### config.mk
export PLATFORM = sky130hd
export DESIGN_NAME = pl_preload_master
export DESIGN_NICKNAME = d
export VERILOG_FILES = /design/src/rtl/pl_master_pkg.sv /design/src/rtl/pl_beat_gen.sv /design/src/rtl/pl_preload_master.sv
export SDC_FILE = /design/constraint.sdc
export NUM_CORES = 1
export LEC_CHECK = 0
export CAP_MARGIN = 10
export CORE_UTILIZATION = 45
export DETAILED_ROUTE_END_ITERATION = 10
export GPL_TIMING_DRIVEN = 1
export PLACE_DENSITY_LB_ADDON = 0.12
export SYNTH_ARGS = -nofsm -noshare
export SYNTH_HDL_FRONTEND = slang
export SYNTH_SLANG_ARGS = --single-unit
### constraint.sdc
create_clock -name PL_CLK_i -period 2.4 [get_ports PL_CLK_i]
set_clock_uncertainty 0.15 [all_clocks]
set_input_delay 0.48 -clock PL_CLK_i [delete_from_list [all_inputs] [get_ports PL_CLK_i]]
set_output_delay 0.48 -clock PL_CLK_i [all_outputs]
set_load 0.01 [all_outputs]
### src/rtl/pl_master_pkg.sv
// rtl/pl_master_pkg.sv - shared op/state enums and preload address layout
package pl_master_pkg;

   typedef enum logic [1:0] {
      OP_WRITE  = 2'd0,
      OP_READ   = 2'd1,
      OP_CHECK  = 2'd2,
      OP_STATUS = 2'd3
   } pl_op_e;

   typedef enum logic [2:0] {
      ST_IDLE,
      ST_WRITE,
      ST_READ,
      ST_CHECK,
      ST_STATUS,
      ST_DRAIN,
      ST_DONE
   } pl_state_e;

   localparam int PL_ADDR_W  = 32;
   localparam int PL_ID_W    = 20;
   localparam int PL_GAP_W   = 2;
   localparam int PL_WADDR_W = 10;

   // PL_ADDR = {id, 2'b00, word address}
   function automatic logic [PL_ADDR_W-1:0] make_pl_addr(input logic [PL_ID_W-1:0]    id,
                                                         input logic [PL_WADDR_W-1:0] waddr);
      return {id, PL_GAP_W'(0), waddr};
   endfunction

endpackage

### src/rtl/pl_beat_gen.sv
// rtl/pl_beat_gen.sv - burst beat counter and wrapping word-address incrementer
module pl_beat_gen
   import pl_master_pkg::*;
#(
   parameter int WADDR_W = 10
) (
   input  logic               PL_CLK_i,
   input  logic               RESET_ni,
   input  logic               load,
   input  logic               step,
   input  logic [WADDR_W-1:0] start_addr,
   input  logic [WADDR_W-1:0] len,
   output logic [WADDR_W-1:0] addr,
   output logic               last
);

   localparam logic [WADDR_W-1:0] ONE = WADDR_W'(1);

   logic [WADDR_W-1:0] cnt;

   // cnt holds beats remaining minus one; address wraps naturally at 2^WADDR_W
   always_ff @(posedge PL_CLK_i or negedge RESET_ni) begin
      if (!RESET_ni) begin
         addr <= '0;
         cnt  <= '0;
      end else if (load) begin
         addr <= start_addr;
         cnt  <= len;
      end else if (step) begin
         addr <= addr + ONE;
         cnt  <= cnt - ONE;
      end
   end

   assign last = (cnt == '0);

endmodule

### src/rtl/pl_preload_master.sv
// rtl/pl_preload_master.sv - preload bus master; PL_MASTER_ERR_EN enables STATUS error flag
module pl_preload_master
   import pl_master_pkg::*;
#(
   parameter int DATA_W  = 18,
   parameter int WADDR_W = 10
) (
   input  logic                 PL_CLK_i,
   input  logic                 RESET_ni,
   input  logic                 cmd_valid_i,
   output logic                 cmd_ready_o,
   input  logic [1:0]           cmd_op_i,
   input  logic [PL_ID_W-1:0]   cmd_id_i,
   input  logic [WADDR_W-1:0]   cmd_addr_i,
   input  logic [WADDR_W-1:0]   cmd_len_i,
   input  logic                 wr_valid_i,
   output logic                 wr_ready_o,
   input  logic [DATA_W-1:0]    wr_data_i,
   output logic                 rd_valid_o,
   output logic [DATA_W-1:0]    rd_data_o,
   output logic                 PL_ENA_o,
   output logic                 PL_WEN_o,
   output logic                 PL_REN_o,
   output logic                 PL_INIT_o,
   output logic [PL_ADDR_W-1:0] PL_ADDR_o,
   output logic [DATA_W-1:0]    PL_DATA_o,
   input  logic [DATA_W-1:0]    PL_DATA_i,
   output logic                 busy_o,
   output logic                 done_o,
   output logic                 err_o
);

   pl_state_e            state;
   logic [PL_ID_W-1:0]   id_q;
   logic                 rd_pend;
   logic                 accept;
   logic                 step;
   logic [WADDR_W-1:0]   len_sel;
   logic [WADDR_W-1:0]   beat_addr;
   logic                 beat_last;
   logic [PL_ADDR_W-1:0] beat_pl_addr;

   assign accept       = cmd_valid_i && (state == ST_IDLE);
   assign len_sel      = (cmd_op_i == OP_STATUS) ? '0 : cmd_len_i;
   assign step         = (((state == ST_WRITE) || (state == ST_CHECK)) && wr_valid_i)
                         || (state == ST_READ);
   assign beat_pl_addr = make_pl_addr(id_q, PL_WADDR_W'(beat_addr));

   assign cmd_ready_o  = RESET_ni && (state == ST_IDLE);
   assign wr_ready_o   = (state == ST_WRITE) || (state == ST_CHECK);
   assign busy_o       = (state != ST_IDLE);

   pl_beat_gen #(.WADDR_W(WADDR_W)) u_beat_gen (
      .PL_CLK_i   (PL_CLK_i),
      .RESET_ni   (RESET_ni),
      .load       (accept),
      .step       (step),
      .start_addr (cmd_addr_i),
      .len        (len_sel),
      .addr       (beat_addr),
      .last       (beat_last)
   );

   // Command FSM; bus strobes default low so each beat lasts exactly one cycle
   always_ff @(posedge PL_CLK_i or negedge RESET_ni) begin
      if (!RESET_ni) begin
         state      <= ST_IDLE;
         id_q       <= '0;
         PL_ENA_o   <= 1'b0;
         PL_WEN_o   <= 1'b0;
         PL_REN_o   <= 1'b0;
         PL_INIT_o  <= 1'b0;
         PL_ADDR_o  <= '0;
         PL_DATA_o  <= '0;
         rd_pend    <= 1'b0;
         rd_valid_o <= 1'b0;
         rd_data_o  <= '0;
         done_o     <= 1'b0;
      end else begin
         PL_ENA_o   <= 1'b0;
         PL_WEN_o   <= 1'b0;
         PL_REN_o   <= 1'b0;
         PL_INIT_o  <= 1'b0;
         PL_ADDR_o  <= '0;
         PL_DATA_o  <= '0;
         rd_pend    <= 1'b0;
         done_o     <= 1'b0;
         // read data is sampled while its beat is on the bus
         rd_valid_o <= rd_pend;
         rd_data_o  <= rd_pend ? PL_DATA_i : '0;
         case (state)
            ST_IDLE: begin
               if (cmd_valid_i) begin
                  id_q <= (cmd_op_i == OP_CHECK) ? '0 : cmd_id_i;
                  case (pl_op_e'(cmd_op_i))
                     OP_WRITE:  state <= ST_WRITE;
                     OP_READ:   state <= ST_READ;
                     OP_CHECK:  state <= ST_CHECK;
                     OP_STATUS: state <= ST_STATUS;
                  endcase
               end
            end
            ST_WRITE: begin
               if (wr_valid_i) begin
                  PL_ENA_o  <= 1'b1;
                  PL_WEN_o  <= 1'b1;
                  PL_DATA_o <= wr_data_i;
                  PL_ADDR_o <= beat_pl_addr;
                  if (beat_last) state <= ST_DRAIN;
               end
            end
            ST_CHECK: begin
               if (wr_valid_i) begin
                  PL_ENA_o  <= 1'b1;
                  PL_INIT_o <= 1'b1;
                  PL_REN_o  <= 1'b1;
                  PL_DATA_o <= wr_data_i;
                  PL_ADDR_o <= beat_pl_addr;
                  if (beat_last) state <= ST_DRAIN;
               end
            end
            ST_READ: begin
               PL_ENA_o  <= 1'b1;
               PL_REN_o  <= 1'b1;
               PL_ADDR_o <= beat_pl_addr;
               rd_pend   <= 1'b1;
               if (beat_last) state <= ST_DRAIN;
            end
            ST_STATUS: begin
               PL_ENA_o  <= 1'b1;
               PL_INIT_o <= 1'b1;
               PL_REN_o  <= 1'b1;
               PL_ADDR_o <= beat_pl_addr;
               rd_pend   <= 1'b1;
               state     <= ST_DRAIN;
            end
            ST_DRAIN: begin
               done_o <= 1'b1;
               state  <= ST_DONE;
            end
            ST_DONE:  state <= ST_IDLE;
            default:  state <= ST_IDLE;
         endcase
      end
   end

`ifdef PL_MASTER_ERR_EN
   // Sticky flag for a nonzero STATUS return (the only INIT beat with a read return)
   always_ff @(posedge PL_CLK_i or negedge RESET_ni) begin
      if (!RESET_ni) begin
         err_o <= 1'b0;
      end else if (accept) begin
         err_o <= 1'b0;
      end else if (rd_pend && PL_INIT_o && (PL_DATA_i != '0)) begin
         err_o <= 1'b1;
      end
   end
`else
   assign err_o = 1'b0;
`endif

endmodule

Yosys cells after proc, flatten, opt, wreduce, memory -nomap -nowiden:

Index checks and enable logic that the tools add are counted.

* bits in registers: 118
* word-level logic and storage cells: 63

* equality and inequality tests: 10
* reduce and logical (&&, ||, !) cells: 14
* mux-type cells: 23
* $add $sub $neg: 2

Operator list (count)
* one-hot mux 32 bit (2 select lines): 1
* two-way mux 18 bit: 3
* two-way mux 10 bit: 5
* two-way mux 32 bit: 1
* two-way mux 20 bit: 1
* one-hot mux 3 bit (5 select lines): 1
* one-hot mux 3 bit (4 select lines): 1
* adder 10 x 1 -> 10 bit, second input constant: 1
* zero test 10 bit: 1
* subtractor 10 x 1 -> 10 bit, second input constant: 1
* two-way mux 3 bit: 3
* == test 3 x 2 -> 1 bit, second input constant: 2
* == test 3 bit, second input constant: 2
* one-hot mux 1 bit (2 select lines): 3
* == test 2 bit, second input constant: 2
* two-way mux 1 bit: 4
* AND reduction 2 bit: 2
* OR reduction 2 bit: 2
* == test 3 x 1 -> 1 bit, second input constant: 1
* logical AND 1 bit: 3
* zero test 3 bit: 1
* nonzero test 3 bit: 1
* == test 2 x 1 -> 1 bit, second input constant: 1
* zero test 2 bit: 1
* 4 further kinds: 5

Longest topological paths before layout:

Gate-level depths: netlist of the first run.

* depth in word-level cells: 6
* mapped depth: 7
* mapped depth without buffers: 6

By module:

A second synthesis of the first run with hierarchy kept.

* cell total of the unflattened synthesis: 424
* area total of the unflattened synthesis: 4738.3 um^2

By module, submodules not included
* pl_preload_master: times used 1, cells each 293, area an instance 3584.7 um^2
* pl_beat_gen: times used 1, cells each 131, area an instance 1153.6 um^2

Worst setup path before layout of the first run:

OpenSTA, ideal clock, no wires.

* path type: reg2reg
* from: reg u_beat_gen.cnt[0]
* to: reg state[1]
* data required time: 2125 ps
* data arrival time: 1687 ps
* path buffers: 0
* path slack: 438 ps
* stages on the path, launching flop included: 7
* cells stage by stage: dfrtp_1 inv_1 ha_1 or4b_4 nor4b_4 a211oi_2 mux2_4

* cells in the longest elaborated chain, start to end: 4

RTL lines
* start: declaration: RTL line pl_beat_gen.sv:19 `logic [WADDR_W-1:0] cnt;`
* start signal: assignment: RTL line pl_beat_gen.sv:28 `cnt <= len;`
* start signal: assignment: RTL line pl_beat_gen.sv:31 `cnt <= cnt - ONE;`
* zero test 10 bit (*): RTL line pl_beat_gen.sv:35 `assign last = (cnt == '0);`
* two-way mux 3 bit (*)
* two-way mux 3 bit
* one-hot mux 3 bit (5 select lines) (*)
* end signal: assignment: RTL line pl_preload_master.sv:67 `state <= ST_IDLE;`
* end signal: assignment: RTL line pl_preload_master.sv:96 `OP_WRITE: state <= ST_WRITE;`
* end signal: assignment: RTL line pl_preload_master.sv:97 `OP_READ: state <= ST_READ;`
* end: declaration: RTL line pl_preload_master.sv:33 `pl_state_e state;`

Mark *: on every way between the ends. The rest lies on a longest branch, timed or not. The select of a mux whose other input is x is not followed.
A chain may end at the register's enable or synchronous reset.

Worst setup path after layout of the first run:

* from: in RESET_ni
* to: out cmd_ready_o

* cells in the longest elaborated chain, start to end: 1

RTL lines
* start: declaration: RTL line pl_preload_master.sv:9 `input logic RESET_ni,`
* logical AND 1 bit: RTL line pl_preload_master.sv:49 `assign cmd_ready_o = RESET_ni && (state == ST_IDLE);`
* end: declaration: RTL line pl_preload_master.sv:11 `output logic cmd_ready_o,`

Every way passes these cells.

==> results of run 1 <==
through the flow:
stage / util / worst slack (ns) / total power [uW] / area (um^2)
after CTS: 0.7102 / 0.1333 / 8395 / 7005
final: 0.7106 / 0.1563 / 8316 / 7009
after detailed placement: 0.6469 / 0.1828 / 5813 / 6381
after floorplan: - / 0.4376 / 4447 / 4643
after global routing: 0.7106 / 0.07895 / 8809 / 7009
after global placement: 0.6469 / 0.2158 / 5711 / 6381
metal layers:
metal	part of all wire	up-vias	global-route usage
li1	-	1683	-
met1	0.42	1701	0.2685
met2	0.51	105	0.3571
met3	0.065	14	0.06653
met4	0.012	0	0.06826
met5	0	-	0
worst max-delay path, cell delays in order:
cell and delay, ns:
sky130_fd_sc_hd__dlygate4sd3_1 0.56, sky130_fd_sc_hd__buf_4 0.15, sky130_fd_sc_hd__and2_1 0.13, sky130_fd_sc_hd__dlygate4sd2_1 0.29
final timing paths:
kind	start	slack, ns	end
hold reg to reg	id_q[3]$_DFFE_PN0P_	0.31	id_q[3]$_DFFE_PN0P_
setup reg to reg	u_beat_gen.cnt[0]$_DFFE_PN0P_	0.27	state[1]$_DFFE_PN0P_
hold / removal	id_q[3]$_DFFE_PN0P_	0.31	id_q[3]$_DFFE_PN0P_
max in group asynchronous	RESET_ni	0.53	state[0]$_DFFE_PN0P_
setup / recovery	RESET_ni	0.16	cmd_ready_o
min in group asynchronous	RESET_ni	0.57	PL_DATA_o[8]$_DFF_PN0_
repair_timing:
item	in CTS	in global routing
endpoints found under the setup margin	3	1
hold endpoints to repair	56	0
cloned	0	0
hold buffers	1	0
resized for setup	5	1
cell usage in the layout (no fill, tap or decap), types with 2 or more instances in the layout:
| master | n |
|---|---|
| sky130_fd_sc_hd__clkbuf_8 | 6 |
| sky130_fd_sc_hd__or3_1 | 2 |
| sky130_fd_sc_hd__a21oi_1 | 14 |
| sky130_fd_sc_hd__clkbuf_1 | 2 |
| sky130_fd_sc_hd__nor4_1 | 5 |
| sky130_fd_sc_hd__clkinv_2 | 3 |
| sky130_fd_sc_hd__nor2_1 | 13 |
| sky130_fd_sc_hd__and2_1 | 20 |
| sky130_fd_sc_hd__nor3_1 | 5 |
| sky130_fd_sc_hd__nand2_1 | 55 |
| sky130_fd_sc_hd__dlygate4sd2_1 | 3 |
| sky130_fd_sc_hd__o21ai_0 | 18 |
| sky130_fd_sc_hd__nand4_1 | 3 |
| sky130_fd_sc_hd__nor2b_1 | 29 |
| sky130_fd_sc_hd__clkbuf_16 | 16 |
| sky130_fd_sc_hd__nor3b_1 | 3 |
| sky130_fd_sc_hd__nand2b_1 | 3 |
| sky130_fd_sc_hd__nand3b_1 | 21 |
| sky130_fd_sc_hd__a31oi_1 | 2 |
| sky130_fd_sc_hd__xor2_1 | 3 |
| sky130_fd_sc_hd__and3_1 | 18 |
| sky130_fd_sc_hd__bufinv_16 | 3 |
| sky130_fd_sc_hd__dfrtp_1 | 115 |
| sky130_fd_sc_hd__xnor2_1 | 14 |
| sky130_fd_sc_hd__inv_1 | 7 |
| sky130_fd_sc_hd__nand3_1 | 6 |
| sky130_fd_sc_hd__ha_1 | 6 |
| sky130_fd_sc_hd__buf_4 | 15 |
| sky130_fd_sc_hd__clkdlybuf4s50_1 | 152 |
| sky130_fd_sc_hd__conb_1 | 3 |
| sky130_fd_sc_hd__nand4b_1 | 3 |
state kept, by name (all words and copies together) (netlist names):
register	flops
PL_ADDR_o	30
id_q	20
PL_DATA_o	18
rd_data_o	18
u_beat_gen.addr	10
u_beat_gen.cnt	10
state	3
PL_ENA_o	1
PL_INIT_o	1
PL_REN_o	1
PL_WEN_o	1
done_o	1
rd_pend	1
rd_valid_o	1
cell type report:
type | instances | area share
Clock buffer | 24 | 0.06997
Sequential cell | 116 | 0.4143
Timing Repair Buffer | 173 | 0.2428
Inverter | 8 | 0.004284
Tap cell | 133 | 0.02374
Clock inverter | 8 | 0.01732
Multi-Input combinational cell | 260 | 0.2276
kinds of logic after synthesis:
| logic type | after synthesis |
|---|---|
| xor+xnor | 17 |
| compound gates | 38 |
| simple gates | 193 |
| flops | 116 |
| buf+inv | 34 |
| fa+ha+maj | 6 |
| other cells | 1 |
| mux | 3 |
power by group through the flow:
stage / registers, uW / clock network (uW) / logic (uW)
finish: 3010 / 2560 / 2750
CTS: 3010 / 2590 / 2790
floorplan: 3110 / 0 / 1330
global route: 3090 / 2690 / 3030
detailed placement: 3030 / 0 / 2780
global placement: 3000 / 0 / 2710
==> summary by stage, run 1 <==
Cells and area
The number of filler instances in the final layout is 702. The count of cells in the finished layout, fillers not included, comes to 722. The sequential cell area is between 2000 and 3000 um^2. The final layout contains between 600 and 700 nets.

The repair_antennas step left the layout with diodes totalling 0. The area added between synthesis and finish is 51.20%. The area of the multi-input gates is about 1600 um^2.

Of the cells placed in the final design, the portion with a size suffix greater than 1 is 0.09847.

Setup path
STA classifies the critical path startpoint as an input pin. The worst path arrival time is 1.61 ns. The worst setup path category is in2out. The maximum fanout encountered on the critical timing path is 2.

The data required time at the worst endpoint is ~1.8 ns. The number of cells traversed by the worst register-to-register path is 6. The endpoint class of the critical path is an output pin.

Detailed routing
The count of vias placed by the detailed router is approximately 3,500. In the routed design, unresolved DRC markers number 0. After the first detailed-routing iteration, the DRC count stood at ~180. The detail route stage leaves a number of antenna-violating nets equal to 0. For this run, the detailed router's first-pass iteration total came to 6. The average via count per standard cell is slightly below 5.

The per-cell routed wire length is 14.97 um. Summed over all layers, the routed wires come to 10,810 um.

Logic synthesis
The compound-cell area share of the yosys netlist is 0.04507. The synthesized instance count is 408. The area share of the leading cell type in the synthesized netlist is 0.6262. In the post-synthesis netlist, the cell with the most instances is sky130_fd_sc_hd__dfrtp_1.

The adder-cell share of the synthesized area is 0.01619. By count the netlist is led by sky130_fd_sc_hd__dfrtp_1 (116), sky130_fd_sc_hd__nand2_1 (55), sky130_fd_sc_hd__nor2b_1 (29), sky130_fd_sc_hd__nand3b_1 (21), sky130_fd_sc_hd__and2_1 (20). Of the total synthesized cell area, the portion taken by XOR and XNOR cells is 0.03212.

The flip-flop cell with the highest count after synthesis is sky130_fd_sc_hd__dfrtp_1. The synthesized netlist occupies a cell area of around 4600 um^2. Each instance of the synthesized netlist takes up on average around 11 um^2. The synthesized design contains about 120 register bits. The share of synthesized cell area in and, or, nand and nor gates is 0.2362. Of the post-synthesis cell area, the part taken by muxes is 0.01026.

Sorting the synthesized cells by area gives the leading types as sky130_fd_sc_hd__dfrtp_1 (63%), sky130_fd_sc_hd__nand2_1 (4.5%), sky130_fd_sc_hd__nor2b_1 (3.9%). The sequential element share of the synthesized area is 0.6262. The number of distinct library cells after synthesis is 39.

Counting flops with a built-in enable in the synthesized netlist gives 0. The number of warning messages in the yosys log is 0. The leading area contributor after synthesis is sky130_fd_sc_hd__dfrtp_1. The post-synthesis async set-or-reset flop share is 1.000. The main combinational cell family by area after synthesis is simple AND/OR/NAND/NOR gates.

Clocking
The clock net in this run drives a total of about 120 sinks. The number of buffers between clock root and the deepest sink is 2. The clock latency of the later-clocked register in the worst-skew pair is approximately 0.51 ns. The clock tree from TritonCTS is yes. The clock tree root driver cell is sky130_fd_sc_hd__clkbuf_8. Clock tree synthesis inserted a total of 17 buffers. After clock tree synthesis, the clock-pin slew on the worst setup and hold paths is approximately 0.05 ns. Once the clock tree was built, the setup fixing pass inserted 0 buffers.

The clock tree synthesis step divided the H-tree into 4 levels.

Global routing
Entering global routing, the biggest net connects 61 pins. After global routing the overflow that remains totals 0. The initial antenna violation count was 0. The number of global-route vias before repair came to between 3,000 and 4,000. The wire length of the first global-routing pass is approximately 17,000 um. In the global route stage, overall resource usage came out at 0.2148.

Power
The share of total power dissipated in sequential elements is 0.362. The share of total power dissipated in combinational logic is 0.331. The net switching fraction of the power is 0.3074. The internal power contribution is about 5800 uW. The switching power is around 2600 uW. The largest vdd supply drop is slightly above 0.5 mV. Summed over all cells, the static leakage comes to 0.003173 uW. For this design the ratio of total power to cell area is 1186 nW/um^2. The relative contribution of the clock network to total power is 0.307.

Timing
The number of slew-limit violations in the final report is 0. The worst-case hold slack is a little over 0.3 ns. The post-route clock period utilization is 0.9349.

The sum of negative setup slack is 0 ns. The final count of hold timing violations is 0. For the finished layout, the period the worst path requires is 2.244 ns. The slew at the pin with the worst max-slew slack is 0.7031 ns. Derived from the worst setup path, the maximum achievable clock frequency is 0.4457 GHz. Setup violations remaining at the end of the flow were counted as 0. In this run the tightest slew margin relative to its limit is 0.5312. Setup repair after global routing left no endpoint under its margin.

Floorplan
The placeable core region is approximately 10000 um^2. For this configuration, the core starts out at a cell density of 0.4699. Measured along the y axis, the die boundary spans about 100 um. The total die area is between 10,000 and 15,000 um^2. 160 I/O pins were placed.

After floorplanning, the core was divided into 36 placement rows. The die is slightly above 100 um wide.

Hold path
The min-delay analysis places its worst path in the category reg2reg. The worst hold path passes through 2 cells.

Placed design
The half-perimeter wire length after detailed placement is ~7400 um. The cell count after placement is slightly below 700. The number of buffers added on ports is roughly 160.

The routability congestion estimate from global placement is between 0.8 and 0.9.

Run status
The run finished with clean final reports.

Flow run
The tool flagged a number of max-cap violations equal to 0.
No activity file was read; power rests on OpenSTA's default activity.
==> run 2, diff against run 1 <==
--- a/config.mk
+++ b/config.mk
@@ -10,6 +10,7 @@
 export DETAILED_ROUTE_END_ITERATION = 10
 export GPL_TIMING_DRIVEN = 1
 export PLACE_DENSITY_LB_ADDON = 0.12
+export SKIP_LAST_GASP = 1
 export SYNTH_ARGS = -nofsm -noshare
 export SYNTH_HDL_FRONTEND = slang
 export SYNTH_SLANG_ARGS = --single-unit
==> results of run 2 <==
The final DEF is identical to that of run 1; final timing and power are the same.
